--- config.mk ---
export PLATFORM = sky130hd
export DESIGN_NAME = count16_ctrl
export DESIGN_NICKNAME = d
export VERILOG_FILES = /design/src/rtl/count16_ctrl.sv
export SDC_FILE = /design/constraint.sdc
export NUM_CORES = 1
export LEC_CHECK = 0
export ABC_AREA = 1
export CORE_MARGIN = 2
export CORE_UTILIZATION = 49
export CTS_BUF_LIST = sky130_fd_sc_hd__clkbuf_2
export DETAILED_ROUTE_END_ITERATION = 16
export GPL_TIMING_DRIVEN = 0
export PLACE_DENSITY_LB_ADDON = 0.25
export SETUP_SLACK_MARGIN = 0.05
export SYNTH_ARGS = -nofsm -noshare
export SYNTH_HDL_FRONTEND = slang
export SYNTH_SLANG_ARGS = --single-unit
--- constraint.sdc ---
create_clock -name clk -period 2.1 [get_ports clk]
set_input_delay 0.42 -clock clk [delete_from_list [all_inputs] [get_ports clk]]
set_output_delay 0.42 -clock clk [all_outputs]
set_load 0.02 [all_outputs]
--- src/rtl/count16_ctrl.sv ---
// Test controller for a 4-bit loadable counter: loads, counts, lets the bus settle, then samples and checks it.
// Define COUNT16_CTRL_ERRCNT_EN to build the saturating failed-run counter on err_cnt; otherwise err_cnt is tied to 0.
module count16_ctrl #(
    parameter int SETTLE_CYC = 1
) (
    input  logic       clk,
    input  logic       rst_l,
    input  logic       start,
    input  logic [3:0] start_val,
    input  logic [4:0] num_steps,
    input  logic [3:0] count_bus,
    output logic       load_l,
    output logic       enable_l,
    output logic [3:0] cnt_out,
    output logic       oe_l,
    output logic       busy,
    output logic       done,
    output logic       pass,
    output logic [3:0] exp_count,
    output logic [7:0] err_cnt
);

    typedef enum logic [2:0] {
        IDLE,
        LOAD,
        COUNT,
        SETTLE,
        SAMPLE,
        DONE
    } state_t;

    localparam logic [3:0] SETTLE_LAST = 4'(SETTLE_CYC - 1);

    state_t     state_q, state_d;
    logic [4:0] steps_q, steps_d;
    logic [3:0] settle_q, settle_d;
    logic [3:0] cnt_out_q, cnt_out_d;
    logic [3:0] exp_count_q, exp_count_d;
    logic       pass_q, pass_d;
    logic       load_l_q, load_l_d;
    logic       enable_l_q, enable_l_d;
    logic       oe_l_q, oe_l_d;
    logic       busy_q, busy_d;
    logic       done_q, done_d;
`ifdef COUNT16_CTRL_ERRCNT_EN
    logic [7:0] err_cnt_q, err_cnt_d;
`endif

    // Strobes are decoded from the next state so every output comes straight off a flop.
    always_comb begin
        state_d     = state_q;
        steps_d     = steps_q;
        settle_d    = settle_q;
        cnt_out_d   = cnt_out_q;
        exp_count_d = exp_count_q;
        pass_d      = pass_q;
`ifdef COUNT16_CTRL_ERRCNT_EN
        err_cnt_d   = err_cnt_q;
`endif
        case (state_q)
            IDLE: begin
                if (start) begin
                    state_d     = LOAD;
                    cnt_out_d   = start_val;
                    exp_count_d = start_val;
                    steps_d     = num_steps;
                    pass_d      = 1'b0;
                end
            end
            LOAD: begin
                if (steps_q != 5'd0) begin
                    state_d = COUNT;
                end else begin
                    state_d  = SETTLE;
                    settle_d = SETTLE_LAST;
                end
            end
            COUNT: begin
                exp_count_d = exp_count_q + 4'd1;
                steps_d     = steps_q - 5'd1;
                if (steps_q == 5'd1) begin
                    state_d  = SETTLE;
                    settle_d = SETTLE_LAST;
                end
            end
            SETTLE: begin
                if (settle_q == 4'd0) begin
                    state_d = SAMPLE;
                end else begin
                    settle_d = settle_q - 4'd1;
                end
            end
            SAMPLE: begin
                state_d = DONE;
                pass_d  = (count_bus == exp_count_q);
`ifdef COUNT16_CTRL_ERRCNT_EN
                if ((count_bus != exp_count_q) && (err_cnt_q != 8'hFF)) begin
                    err_cnt_d = err_cnt_q + 8'd1;
                end
`endif
            end
            DONE: begin
                state_d = IDLE;
            end
            default: begin
                state_d = IDLE;
            end
        endcase

        load_l_d   = (state_d != LOAD);
        enable_l_d = (state_d != COUNT);
        oe_l_d     = !((state_d == SETTLE) || (state_d == SAMPLE));
        busy_d     = (state_d != IDLE);
        done_d     = (state_d == DONE);
    end

    always_ff @(posedge clk or negedge rst_l) begin
        if (!rst_l) begin
            state_q     <= IDLE;
            steps_q     <= 5'd0;
            settle_q    <= 4'd0;
            cnt_out_q   <= 4'd0;
            exp_count_q <= 4'd0;
            pass_q      <= 1'b0;
            load_l_q    <= 1'b1;
            enable_l_q  <= 1'b1;
            oe_l_q      <= 1'b1;
            busy_q      <= 1'b0;
            done_q      <= 1'b0;
        end else begin
            state_q     <= state_d;
            steps_q     <= steps_d;
            settle_q    <= settle_d;
            cnt_out_q   <= cnt_out_d;
            exp_count_q <= exp_count_d;
            pass_q      <= pass_d;
            load_l_q    <= load_l_d;
            enable_l_q  <= enable_l_d;
            oe_l_q      <= oe_l_d;
            busy_q      <= busy_d;
            done_q      <= done_d;
        end
    end

`ifdef COUNT16_CTRL_ERRCNT_EN
    always_ff @(posedge clk or negedge rst_l) begin
        if (!rst_l) begin
            err_cnt_q <= 8'd0;
        end else begin
            err_cnt_q <= err_cnt_d;
        end
    end

    assign err_cnt = err_cnt_q;
`else
    assign err_cnt = 8'd0;
`endif

    assign load_l    = load_l_q;
    assign enable_l  = enable_l_q;
    assign cnt_out   = cnt_out_q;
    assign oe_l      = oe_l_q;
    assign busy      = busy_q;
    assign done      = done_q;
    assign pass      = pass_q;
    assign exp_count = exp_count_q;

endmodule

; ---- Word-level counts from Yosys, hierarchy flattened
; Cells that the tools add are included.
[word_totals]
output_inout_bits = 22
in_bits = 16
elab_cells = 57
reg_bits = 26
[classes]
muxes = 15
reduce_logical = 13
n_eq_ne = 15
addsub = 3
[ops]
columns = cell, n
row1 = $mux W4, 4
row2 = $pmux W3 S5, 1
row3 = $pmux W4 S3, 1
row4 = $pmux W5 S2, 1
row5 = $eq A3 B2 Y1 const B, 3
row6 = $eq A3 B3 Y1 const B, 3
row7 = $mux W3, 3
row8 = $ne A2 B2 Y1 const B, 4
row9 = $pmux W4 S2, 1
row10 = $reduce_and A2 Y1, 3
row11 = $reduce_bool A3 Y1, 2
row12 = $eq A5 B1 Y1 const B, 1
row13 = $mux W5, 1
row14 = $reduce_bool A5 Y1, 1
row15 = $sub A5 B1 Y5 const B, 1
row16 = $add A4 B1 Y4 const B, 1
row17 = $eq A4 B4 Y1, 1
row18 = $logic_not A4 Y1, 1
row19 = $reduce_and A4 Y1, 1
row20 = $reduce_bool A2 Y1, 2
row21 = $sub A4 B1 Y4 const B, 1
row22 = $eq A3 B1 Y1 const B, 1
row23 = $logic_not A3 Y1, 1
row24 = $ne A3 B1 Y1 const B, 1
row25 = other kinds (5), 6

; ---- Depth between registers and ports, before layout
[depth]
ltp_word = 6
ltp_mapped = 11
ltp_nobuf = 11

; ---- Worst setup path before layout
; OpenSTA, ideal clock, no wires.
[synth_timing]
path_type = reg-to-reg
start = register steps_q[0]
end = register settle_q[2]
setup_time_ns = 0.117
required_time_ns = 1.983
synth_period_minus_slack_ns = 1.227
stages_incl_launch_ff = 12
setup_slack_ns = 0.873
arrival_ns = 1.111
cell_sequence = dfrtp_1 inv_1 ha_1 inv_1 nor2_1 nand2_1 nand2_1 nand2_1 inv_1 nand2_1 nand2_1 nand2_1
[synth_between]
elab_chain_len = 3
word_cells_on_any_way = 5
cone_classes = eq/ne (3) / reduce/logical (2)
[synth_rtl]
columns = item, line
row1 = start: declaration, 35  ; logic [4:0] steps_q, steps_d;
row2 = start signal: assignment, 132  ; steps_q <= steps_d;
row3 = $eq A5 B1 Y1 / $reduce_bool A5 Y1 (equally long branches), "81, 71"
row4 = $ne A2 B2 Y1 (no source line), --
row5 = $reduce_and A4 Y1 (no source line) *, --
row6 = end signal: assignment, 133  ; settle_q <= settle_d;
row7 = end: declaration, 36  ; logic [3:0] settle_q, settle_d;
; Every way passes the cells marked *; elsewhere a longest branch is shown, timed or not.
; A chain may end at the register's enable or synchronous reset.

; ---- Worst setup path in the final report
[layout_timing]
start = register exp_count_q[0] (netlist: exp_count[0])
end = output port exp_count[0]
[layout_rtl]
columns = item, line
row1 = start: declaration, 38  ; logic [3:0] exp_count_q, exp_count_d;
row2 = start signal: assignment, 135  ; exp_count_q <= exp_count_d;
row3 = end: declaration, 19  ; output logic [3:0] exp_count,
; No word-level cell between the ends.

==> flow_summary.toml <==
[logic_synthesis]
netlist_instances = 191
ys_warn_count = 0
synth-seq-cells = 26
seq_area_frac_synth_pct = 44.5
syn_area_sq_mm = 0.00147
synth_cell_type_count = 22
yosysTopAreaCellShare_pct = 39.1
synth.largest_area_cell = "dfrtp_1"
synth.avg_cell_area_sq_um = 7.70
netlist_top_cells_area = "dfrtp_1 (39%), nand2_1 (17%), dfstp_2 (5.4%)"

[sta]
rsz0062_at_grt = "no"
hold_viol_final = 0
finalCritPeriodShare_pct = 92.5
fin_crit_ps = 1940
tightest_slew_ps = 1160
slew_viol_final = 0
skew_ps = 19.5
fmax_ghz = 0.515
slew_headroom_pct = 22.6
tns_ps = 0
finalSetupViolations = 0

[grt]
grt_use_total_pct = 18.9
grt_max_degree = 27
grt_overflow = 0
grt_pass1_vias = 1254
grt_pass1_wl_mm = 5.09
antenna_found_initial = 0

[worst_hold_path]
hold_path.class = "register to register"
holdCritStartpoint = "cnt_out[2]"

[clock_network]
clockRootBuffer = "clkbuf_2"
cts_resized = 0
cts.clk_slew.worst_paths_ps = 240
cts_setup_buffers = 0
cts_inserted_buffers = 3
worstSkewPairLatency_ps = 360
clkSinkCount = 26
postCtsHoldBufs = 0
cts_tree = "built"
cts_buffer_depth = 2
h-tree-depth = 1

[layout]
regArea_sq_um = 654
drive_gt1_share_pct = 12.1
utilization_pct = 66.7
multi_input_area_sq_um = 692
n_fill_cell = 259
nNetsFinal = 253
antenna_cells = 0
synthToLayoutAreaGrowth_pct = 27.2

[floorplan]
fp-row-count = 19
initial_core_util_pct = 52.4
ios = 38
die_h_um = 58.8
core_area_sq_mm = 0.00281
die_w_um = 58.8
die_area_sq_mm = 0.00345

[setup_path]
worstPathCellList = "clkdlybuf4s50_1"
slowest_delay_ps = 650
worstPathMaxFanout = 6
path_delay_family = "buffers and inverters"
cp.arrival_ps = 1520
critPathLaunchType = "register"
worst_setup_path_end_kind = "output pin"
r2r_start = "settle_q[0]"
criticalPathCategory = "register to output pin"
crit_path_top_delay_cell = "clkdlybuf4s50_1"
required_ps = 1680
critical_path_buf_inv_count = 1
crit_start = "exp_count[0]"

[detailed_routing]
drtIter0Drc = 38
dr_wl_met2_mm = 1.39
drc = 2
vias = 1257
top_layer = "met4"
wl_met1_mm = 1.37
via_per_inst = 4.80
dr.pass1.iters = 10
met3_length_um = 98
detail-route-antenna-nets = 0
wirelength_mm = 2.89
wire_per_inst_um = 11.0

[power]
p_leak_nw = 0.976
power_density_mw_per_mm2 = 1480
peakVddDrop_mv = 0.834

[status]
status = "finished with violations"
violations = "DRC"

[placed_design]
place.gp.congestion = 0.768
dpl.hpwl_mm = 2.17
port_buffers = 29

[flow_run]
drv_cap = 0
## layer usage
| layer | track usage (%) | vias up |
|---|---|---|
| met1 | 26.0 | 572 |
| met4 | 7.79 | 0 |
| met2 | 30.6 | 26 |
| met5 | 0 | - |
| met3 | 1.98 | 4 |
| li1 | - | 655 |
## Yosys cell counts, drive strengths merged
cell type / number
nor2: 18
dfstp: 3
o211ai: 4
inv: 22
nand2: 70
or2: 2
buf: 9
nand3: 10
xor2: 3
o21ai: 12
a21oi: 3
dfrtp: 23
nand3b: 2
xnor2: 4
conb: 1
ha: 5
## registers in the layout (all words and copies together), names as in the netlist
register   cells
steps_q        5
cnt_out        4
exp_count      4
settle_q       4
state_q        3
busy           1
done           1
enable_l       1
load_l         1
oe_l           1
pass           1
## power by group
part | total, mW | switching [mW] | internal, mW
Clock | 0.322 | 0.158 | 0.164
Sequential | 0.931 | 0.199 | 0.732
Combinational | 1.52 | 0.879 | 0.641
## path summary, 6_finish.rpt
path                       cells past startpoint           end  slack, ps
setup / recovery                               1  exp_count[0]        160
hold / removal                                 2    cnt_out[2]        520
setup reg to reg                              10   settle_q[2]        670
hold reg to reg                                2    cnt_out[2]        520
max in group asynchronous                      1    cnt_out[3]        780
min in group asynchronous                      1   settle_q[1]        610
## logic make-up after synthesis
family	count (synthesis)	synth area share, %
other cells	1	0.255
buf+inv	31	10.2
flops	26	44.5
xor+xnor	7	4.17
compound gates	19	7.15
fa+ha+maj	5	4.26
simple gates	102	29.4
## cell type report
class / count / share of cell area, %
repair buffers: 29 / 15.5
clock inverters: 1 / 1.61
well taps: 31 / 2.07
plain buffers: 9 / 3.61
multi-input cells: 141 / 37.0
clock buffers: 3 / 0.803
flip-flops and latches: 26 / 35.0
inverters: 22 / 4.41
## metrics by stage
| step | power (mW) | hold WS, ps | instances | area [sq um] | worst slack, ps |
|---|---|---|---|---|---|
| floorplan | 1.97 | 124 | 198 | 1500 | 873 |
| global placement | 2.43 | 471 | 258 | 1830 | 277 |
| detailed placement | 2.46 | 465 | 258 | 1830 | 252 |
| CTS | 2.79 | 529 | 262 | 1870 | 132 |
| global route | 3.04 | 551 | 262 | 1870 | 91.7 |
| finish | 2.77 | 522 | 262 | 1870 | 158 |
## placed cells by master (no fill, tap or decap), drive strengths merged
cell type      netlist  layout
a21oi                3       3
buf                  9       9
bufinv               0       1
clkbuf               0       3
clkdlybuf4s50        0      29
conb                 1       8
dfrtp               23      23
dfstp                3       3
ha                   5       5
inv                 22      22
nand2               70      70
nand3               10      10
nand3b               2       2
nor2                18      18
o211ai               4       4
o21ai               12      12
or2                  2       2
xnor2                4       4
xor2                 3       3
Note: power is estimated with default switching activity, not from simulation.
